==> config.mk <==
export PLATFORM = sky130hd
export DESIGN_NAME = booth_mac_sequencer
export DESIGN_NICKNAME = d
export VERILOG_FILES = /design/src/rtl/booth_mac_sequencer.sv
export SDC_FILE = /design/constraint.sdc
export NUM_CORES = 1
export LEC_CHECK = 0
export ABC_AREA = 1
export CAP_MARGIN = 40
export CORE_MARGIN = 4
export CORE_UTILIZATION = 47
export CTS_CLUSTER_SIZE = 14
export DETAILED_ROUTE_END_ITERATION = 8
export GPL_ROUTABILITY_DRIVEN = 0
export PLACE_DENSITY = 0.78
export RECOVER_POWER = 100
export SLEW_MARGIN = 20
export SYNTH_ARGS = -nofsm -noshare
export SYNTH_HDL_FRONTEND = slang
export SYNTH_SLANG_ARGS = --single-unit
==> constraint.sdc <==
create_clock -name clk -period 3.4 [get_ports clk]
set_input_delay 0.34 -clock clk [delete_from_list [all_inputs] [get_ports clk]]
set_output_delay 0.34 -clock clk [all_outputs]
set_load 0.005 [all_outputs]
==> src/rtl/booth_mac_sequencer.sv <==
// Streams signed 8-bit activation/weight pairs through an external radix-4 Booth
// partial-product generator and accumulates the reduced products into a dot product.
module booth_mac_sequencer #(
  parameter int               MAX_TERMS = 9,
  parameter int               ACC_W     = 19,
  parameter logic [ACC_W-1:0] CORR      = ACC_W'(19'h7A800)
) (
  input  logic             clk,
  input  logic             reset,
  input  logic             in_valid,
  output logic             in_ready,
  input  logic [7:0]       in_act,
  input  logic [7:0]       in_wgt,
  input  logic             in_last,
  output logic [7:0]       ppg_multiplicand,
  output logic [7:0]       ppg_multiplier,
  input  logic [10:0]      pp0,
  input  logic [8:0]       pp1,
  input  logic [8:0]       pp2,
  input  logic [8:0]       pp3,
  input  logic             neg0,
  input  logic             neg1,
  input  logic             neg2,
  input  logic             neg3,
  output logic             out_valid,
  input  logic             out_ready,
  output logic [ACC_W-1:0] out_sum,
  output logic [3:0]       out_count,
  output logic             out_trunc
);

  localparam logic [3:0] MAX_CNT = 4'(MAX_TERMS);

  typedef enum logic [1:0] {IDLE, RUN, DRAIN, DONE} state_t;

  state_t           state, state_nxt;
  logic             accept, job_end, hs, in_ready_nxt;
  logic             term_vld, first_q, trunc_q;
  logic [3:0]       cnt, cnt_inc;
  logic [ACC_W-1:0] acc, acc_nxt, term;

  assign accept  = in_valid & in_ready;
  assign hs      = out_valid & out_ready;
  assign cnt_inc = (state == IDLE) ? 4'd1 : cnt + 4'd1;
  assign job_end = in_last | (cnt_inc == MAX_CNT);

  // Reassemble the Booth rows; CORR cancels the sign-extension constants baked into the rows.
  assign term = ACC_W'(pp0)
              + (ACC_W'(pp1) << 2)
              + (ACC_W'(pp2) << 4)
              + (ACC_W'(pp3) << 6)
              + ACC_W'(neg0)
              + (ACC_W'(neg1) << 2)
              + (ACC_W'(neg2) << 4)
              + (ACC_W'(neg3) << 6)
              + CORR;

  assign acc_nxt = (first_q ? '0 : acc) + term;

  always_comb begin
    state_nxt = state;
    case (state)
      IDLE:    if (accept) state_nxt = job_end ? DRAIN : RUN;
      RUN:     if (accept && job_end) state_nxt = DRAIN;
      DRAIN:   state_nxt = DONE;
      DONE:    if (hs) state_nxt = IDLE;
      default: state_nxt = IDLE;
    endcase
  end

  // Leaving DONE spends one cycle in IDLE with in_ready low before accepting again.
  assign in_ready_nxt = (state_nxt == RUN) || (state == IDLE && state_nxt == IDLE);

  always_ff @(posedge clk or negedge reset) begin
    if (!reset) begin
      state            <= IDLE;
      in_ready         <= 1'b0;
      ppg_multiplicand <= '0;
      ppg_multiplier   <= '0;
      term_vld         <= 1'b0;
      first_q          <= 1'b0;
      trunc_q          <= 1'b0;
      cnt              <= '0;
      acc              <= '0;
      out_valid        <= 1'b0;
      out_sum          <= '0;
      out_count        <= '0;
      out_trunc        <= 1'b0;
    end else begin
      state    <= state_nxt;
      in_ready <= in_ready_nxt;
      term_vld <= accept;
      if (accept) begin
        ppg_multiplicand <= in_act;
        ppg_multiplier   <= in_wgt;
        first_q          <= (state == IDLE);
        cnt              <= cnt_inc;
        if (job_end) trunc_q <= ~in_last;
      end
      if (term_vld) acc <= acc_nxt;
      if (state == DRAIN) begin
        out_sum   <= acc_nxt;
        out_count <= cnt;
        out_trunc <= trunc_q;
      end
      out_valid <= (state == DONE) & ~hs;
      if (hs) begin
        acc <= '0;
        cnt <= '0;
      end
    end
  end

endmodule

=== Word level (Yosys, flattened, before mapping) ===
Cells that the tools add are included.

* Add/subtract/negate cells: 10
* $mul: 0
* Div/mod/pow operators: 0
* Magnitude comparators: 0
* Equal/unequal tests: 5
* Shift-type cells: 0
* Muxes and demuxes: 11
* Bitwise gates (word level): 6
* Reductions and logical operators: 8

{| class="wikitable"
|+ Operators with widths
! cell !! number
|-
| $mux W19 || 3
|-
| $add A18 B5 Y19 || 1
|-
| $add A19 B19 Y19 || 1
|-
| $add A19 B19 Y19 const B || 1
|-
| $add A19 B7 Y19 || 1
|-
| $add A17 B3 Y18 || 1
|-
| $add A16 B1 Y17 || 1
|-
| $add A14 B15 Y16 || 1
|-
| $add A12 B13 Y14 || 1
|-
| $add A11 B11 Y12 || 1
|-
| $mux W4 || 3
|-
| $mux W2 || 4
|-
| $pmux W2 S4 || 1
|-
| $add A4 B1 Y4 const B || 1
|-
| $eq A2 B1 Y1 const B || 2
|-
| $eq A2 B2 Y1 const B || 2
|-
| $eq A4 B4 Y1 const B || 1
|-
| $logic_not A2 Y1 || 2
|-
| $reduce_bool A2 Y1 || 2
|-
| $and A1 B1 Y1 || 3
|-
| $logic_and A1 B1 Y1 || 2
|-
| $not A1 Y1 || 2
|-
| $reduce_and A2 Y1 || 1
|-
| $logic_or A1 B1 Y1 || 1
|-
| $or A1 B1 Y1 || 1
|}

* Flip-flop bits (word level): 70
* Bits in latches: 0
* RAM bits: 0
* ROM bits: 0
* Input bits: 63
* Word-level logic and storage cells: 53
* Memories kept: 0

=== Longest topological paths before layout ===
* Depth after elaboration: 11
* Gate-level depth with buffers: 17

=== Worst setup path before layout ===
Ideal clock, no wire load.

* Path type: register to register
* Start point: register first_q
* End point: register acc[9]
* Arrival: 3.090 ns
* Required time: 3.272 ns
* Slack: 0.182 ns
* Cell stages (with the launch flop): 16
* Buffers on the path: 1
* Path through: dfrtp_1 -> clkbuf_1 -> nor2_1 -> ha_1 -> fa_1 -> inv_1 -> fa_1 -> inv_1 -> ha_1 -> nand2_1 -> inv_1 -> nand2_1 -> nand3_2 -> or2_1 -> nand3_1 -> o21ai_0

* Longest elaborated chain between the ends: 4

{| class="wikitable"
|+ Ends and longest elaborated chain
! element !! line !! text
|-
| from (decl) || 38 || <nowiki>logic term_vld, first_q, trunc_q;</nowiki>
|-
| from (signal assigned) || 96 || <nowiki>first_q <= (state == IDLE);</nowiki>
|-
| $mux W19 || 58 || <nowiki>assign acc_nxt = (first_q ? '0 : acc) + term;</nowiki>
|-
| $add A19 B19 Y19 || 58 ||
|-
| $mux W19 || 100 || <nowiki>if (term_vld) acc <= acc_nxt;</nowiki>
|-
| $mux W19 || 107 || <nowiki>if (hs) begin</nowiki>
|-
| to (signal assigned) || 100 ||
|-
| to (decl) || 40 || <nowiki>logic [ACC_W-1:0] acc, acc_nxt, term;</nowiki>
|}

Every way passes these cells. The select of a mux whose other input is x is not followed.
A chain may end at the register's enable or synchronous reset.

=== Worst setup path after layout ===
* Start point: input port pp0[9]
* End point: register out_sum[18]

* Longest elaborated chain between the ends: 9

{| class="wikitable"
|+ Ends and longest elaborated chain
! element !! line !! text
|-
| from (decl) || 17 || <nowiki>input logic [10:0] pp0,</nowiki>
|-
| $add A11 B11 Y12 || 49 || <nowiki>+ (ACC_W'(pp1) << 2)</nowiki>
|-
| $add A12 B13 Y14 || 50 || <nowiki>+ (ACC_W'(pp2) << 4)</nowiki>
|-
| $add A14 B15 Y16 || 51 || <nowiki>+ (ACC_W'(pp3) << 6)</nowiki>
|-
| $add A16 B1 Y17 || 52 || <nowiki>+ ACC_W'(neg0)</nowiki>
|-
| $add A17 B3 Y18 || 53 || <nowiki>+ (ACC_W'(neg1) << 2)</nowiki>
|-
| $add A18 B5 Y19 || 54 || <nowiki>+ (ACC_W'(neg2) << 4)</nowiki>
|-
| $add A19 B7 Y19 || 55 || <nowiki>+ (ACC_W'(neg3) << 6)</nowiki>
|-
| $add A19 B19 Y19 || 56 || <nowiki>+ CORR;</nowiki>
|-
| $add A19 B19 Y19 || 58 ||
|-
| to (signal assigned) || 102 || <nowiki>out_sum <= acc_nxt;</nowiki>
|-
| to (decl) || 27 || <nowiki>output logic [ACC_W-1:0] out_sum,</nowiki>
|}

Every way passes these cells.

==> run_results.csv <==
group,metric,value,unit
critical_path,path_cells,"clkdlybuf4s50_1, inv_2, fa_1, inv_2, fa_1, inv_1, fa_1, inv_2, ha_4, nand2_1, nand2_1, a21oi_2, nand2_4, nand2_2, nand3_2, nand3_1, nand2_1",
power_and_ir_drop,combPwrFrac,73.9,%
yosys,synth_area_leaders,"dfrtp_1 36%, nand2_1 16%, fa_1 11%, ha_1 11%, inv_1 11%",
clock_tree,clock_sinks,70,
yosys,yosysSeqAreaShare,35.7,%
critical_path,crit_path_top_delay_cell,"fa_1",
power_and_ir_drop,p_leak,0.00368,uW
detailed_routing,routed_wl,12.6,mm
placed_design,placed_cells,873,
sta,max_freq,0.301,GHz
yosys,synth_commonest_cells,"209 x nand2_1, 142 x inv_1, 70 x dfrtp_1",
yosys,synth_top_area_share,35.7,%
detailed_routing,drc,0,
placed_design,place_ws,-0.460,ns
grt,track_usage,20.8,%
cells_and_area,synthToLayoutAreaGrowth,35.9,%
floorplan,rows,37,
critical_path,crit_type,"input pin to register",
critical_path,arrival,3.57,ns
power_and_ir_drop,power_switching,3950,uW
power_and_ir_drop,power_frac_seq,18.5,%
yosys,yosysUniqueCellTypes,27,
run,maxCapViolations,0,
critical_path,rr_startpoint,"first_q$_DFFE_PN0P_",
power_and_ir_drop,peakVddDrop,619,uV
yosys,synth_area_per_cell,7.79,um^2
sta,finalSetupTns,0,ns
grt,grt_pass1_wl,19.8,mm
floorplan,core,0.0102,mm^2
clock_tree,clk_pin_slew,0.08,ns
detailed_routing,antenna_left,0,
yosys,ys.flop_type,"dfrtp_1",
clock_tree,clkLatencyLatePin,0.36,ns
detailed_routing,drt_pass1_iterations,5,
placed_design,port_buffers,104,
critical_path,critPathCaptureType,"register",
sta,drv_slew,0,
clock_tree,numCtsBuffers,9,
power_and_ir_drop,p_int,3930,uW
sta,tightest_slew,1.28,ns
yosys,synth.most_common_cell,"nand2_1",
yosys,synth_seq_cells,70,
outcome,status,"finished, final reports clean",
clock_tree,h-tree-depth,3,
power_and_ir_drop,total_power,7880,uW
yosys,yosysWarnings,0,
critical_path,startpoint,"pp0[9]",
grt,overflow,0,
detailed_routing,drtIter0Drc,279,
floorplan,die_x,110,um
detailed_routing,wire_per_inst,14.1,um
yosys,netlist_area,0.00490,mm^2
critical_path,critPathBufInv,5,
placed_design,dp_hpwl,9.03,mm
sta,setup_ws,0.0776,ns
clock_tree,cts_tree,"built",
cells_and_area,drive_above_1_share,15.6,%
sta,relSlewSlack,14.7,%
sta,finalSetupViolCount,0,
cells_and_area,fill_cells,819,
sta,final_hold_viol_count,0,
sta,whs,0.471,ns
floorplan,io_pins,105,
clock_tree,clock_path_buffers,2,
cells_and_area,num-nets-final,887,
yosys,synthesis.nets,763,
worst_hold_path,hp-start,"out_sum[13]$_DFFE_PN0P_",
grt,grt_max_degree,51,
power_and_ir_drop,pwr_density_cell,1180,mW/mm^2
grt,grt_pass1_vias,4498,
clock_tree,cts_root_buffer,"clkbuf_8",
critical_path,slowest_delay,0.53,ns
grt,antenna_found_initial,0,
yosys,synth-edff-count,0,
sta,post-route-min-period,3.32,ns
critical_path,crit_family,"adder cells",
yosys,syn_inst,629,
cells_and_area,antennaDiodeCount,0,
power_and_ir_drop,pwr-share-clk,7.6,%
floorplan,start_util,47.9,%
sta,fin_crit_sh,97.7,%
floorplan,die-height,110,um
floorplan,die-area,0.0121,mm^2
yosys,synth_top_area_cell,"dfrtp_1",
yosys,ys_async_sr_fraction,100,%
sta,skew,0.0103,ns
critical_path,required,3.65,ns
power_and_ir_drop,switching_share,50.2,%
critical_path,crit_fanout,5,
worst_hold_path,hp-class,"register to register",
detailed_routing,avgViaCountPerCell,4.94,
cells_and_area,finalNonFillerCells,893,
detailed_routing,num_vias,4415,
critical_path,crit_path_start_kind,"input pin",
[worst paths after layout]
| path | to | slack, ns | cells after the start |
|---|---|---|---|
| worst max-delay path | out_sum[18]$_DFFE_PN0P_ | 0.08 | 17 |
| worst min-delay path | out_sum[13]$_DFFE_PN0P_ | 0.47 | 2 |
| worst max register to register | out_sum[18]$_DFFE_PN0P_ | 0.09 | 16 |
| worst min register to register | out_sum[13]$_DFFE_PN0P_ | 0.47 | 2 |
| max in group asynchronous | first_q$_DFFE_PN0P_ | 0.80 | 3 |
| min in group asynchronous | out_count[1]$_DFFE_PN0P_ | 0.70 | 2 |
[per-layer routing]
layer  vias to the layer above  global-route usage [%]  routed length [um]
met5                         -                       0                   0
met4                         0                    9.15                 419
met3                        36                    2.80                 722
met2                       134                    36.0                6420
met1                      2107                    25.9                5030
li1                       2138                       -                   -
[registers in the layout, summed over array words and instances (netlist names), 2 cells and up]
signal,flops
ppg_multiplier,8
out_count,4
state,2
cnt,4
out_sum,19
ppg_multiplicand,8
acc,19
[kinds of logic (layout without fill, tap and decap cells)]
kind of cell,Yosys count,after routing,synth area share [%]
buf+inv,157,285,12.2
xor+xnor,6,6,1.07
simple gates,284,284,23.8
fa+ha+maj,71,71,22.4
compound gates,41,41,4.72
flops,70,70,35.7
[power by group through the flow]
| stage | logic (uW) | registers (uW) | clock network, uW |
|---|---|---|---|
| after detailed placement | 4730 | 1480 | 0 |
| final | 5820 | 1460 | 601 |
| after global routing | 6560 | 1500 | 644 |
| after CTS | 5000 | 1470 | 612 |
| after floorplan | 3150 | 1460 | 0 |
| after global placement | 4570 | 1470 | 0 |
[layout by cell type, fill, tap and decap left out, types with 2 or more instances in the layout]
cell type / count
o21ai_1: 2
dlymetal6s2s_1: 7
inv_1: 126
buf_4: 15
nand2_4: 7
nand3_1: 23
inv_4: 2
dlygate4sd3_1: 44
nor2_1: 19
or2_1: 2
o22ai_1: 10
clkbuf_4: 2
ha_2: 2
dfrtp_1: 69
ha_1: 36
ha_4: 5
nand3_2: 10
nor3_2: 2
nand3b_1: 2
o21ai_0: 17
clkbuf_8: 9
xnor2_1: 5
inv_2: 18
nand4_1: 2
nand2_2: 24
nor2_2: 5
fa_1: 28
a21oi_2: 4
a21oi_1: 5
clkdlybuf4s50_1: 53
clkinv_2: 2
clkinvlp_4: 4
clkbuf_1: 2
nand2_1: 182
nand2b_1: 2
[area by class of cell]
| cell class | instances | area [um^2] | area share, % |
|---|---|---|---|
| Clock buffer | 9 | 124 | 1.86 |
| Timing Repair Buffer | 124 | 1200 | 18.0 |
| Multi-Input combinational cell | 402 | 2820 | 42.4 |
| Tap cell | 136 | 170 | 2.55 |
| Sequential cell | 70 | 1750 | 26.3 |
| Clock inverter | 6 | 40.0 | 0.601 |
| Inverter | 146 | 553 | 8.30 |
[per-stage QoR]
step	utilization (%)	cell area (um^2)
finish	65.1	6660
global route	65.1	6660
CTS	62.7	6410
detailed placement	60.3	6170
global placement	60.3	6170
floorplan	-	4900
[repair_timing]
item,4_1_cts,5_1_grt
endpoints found under the hold margin,20,0
hold buffers,1,0
setup buffers,0,4
endpoints found under the setup margin,20,24
resized for setup,7,87
pin swaps,2,42
[tightest hold or removal path: stages (launching register included)]
cell     delay (ns)
dfrtp_1        0.35
nand2_1        0.05
nand2_1        0.05
Note: power is estimated with default switching activity, not from simulation.
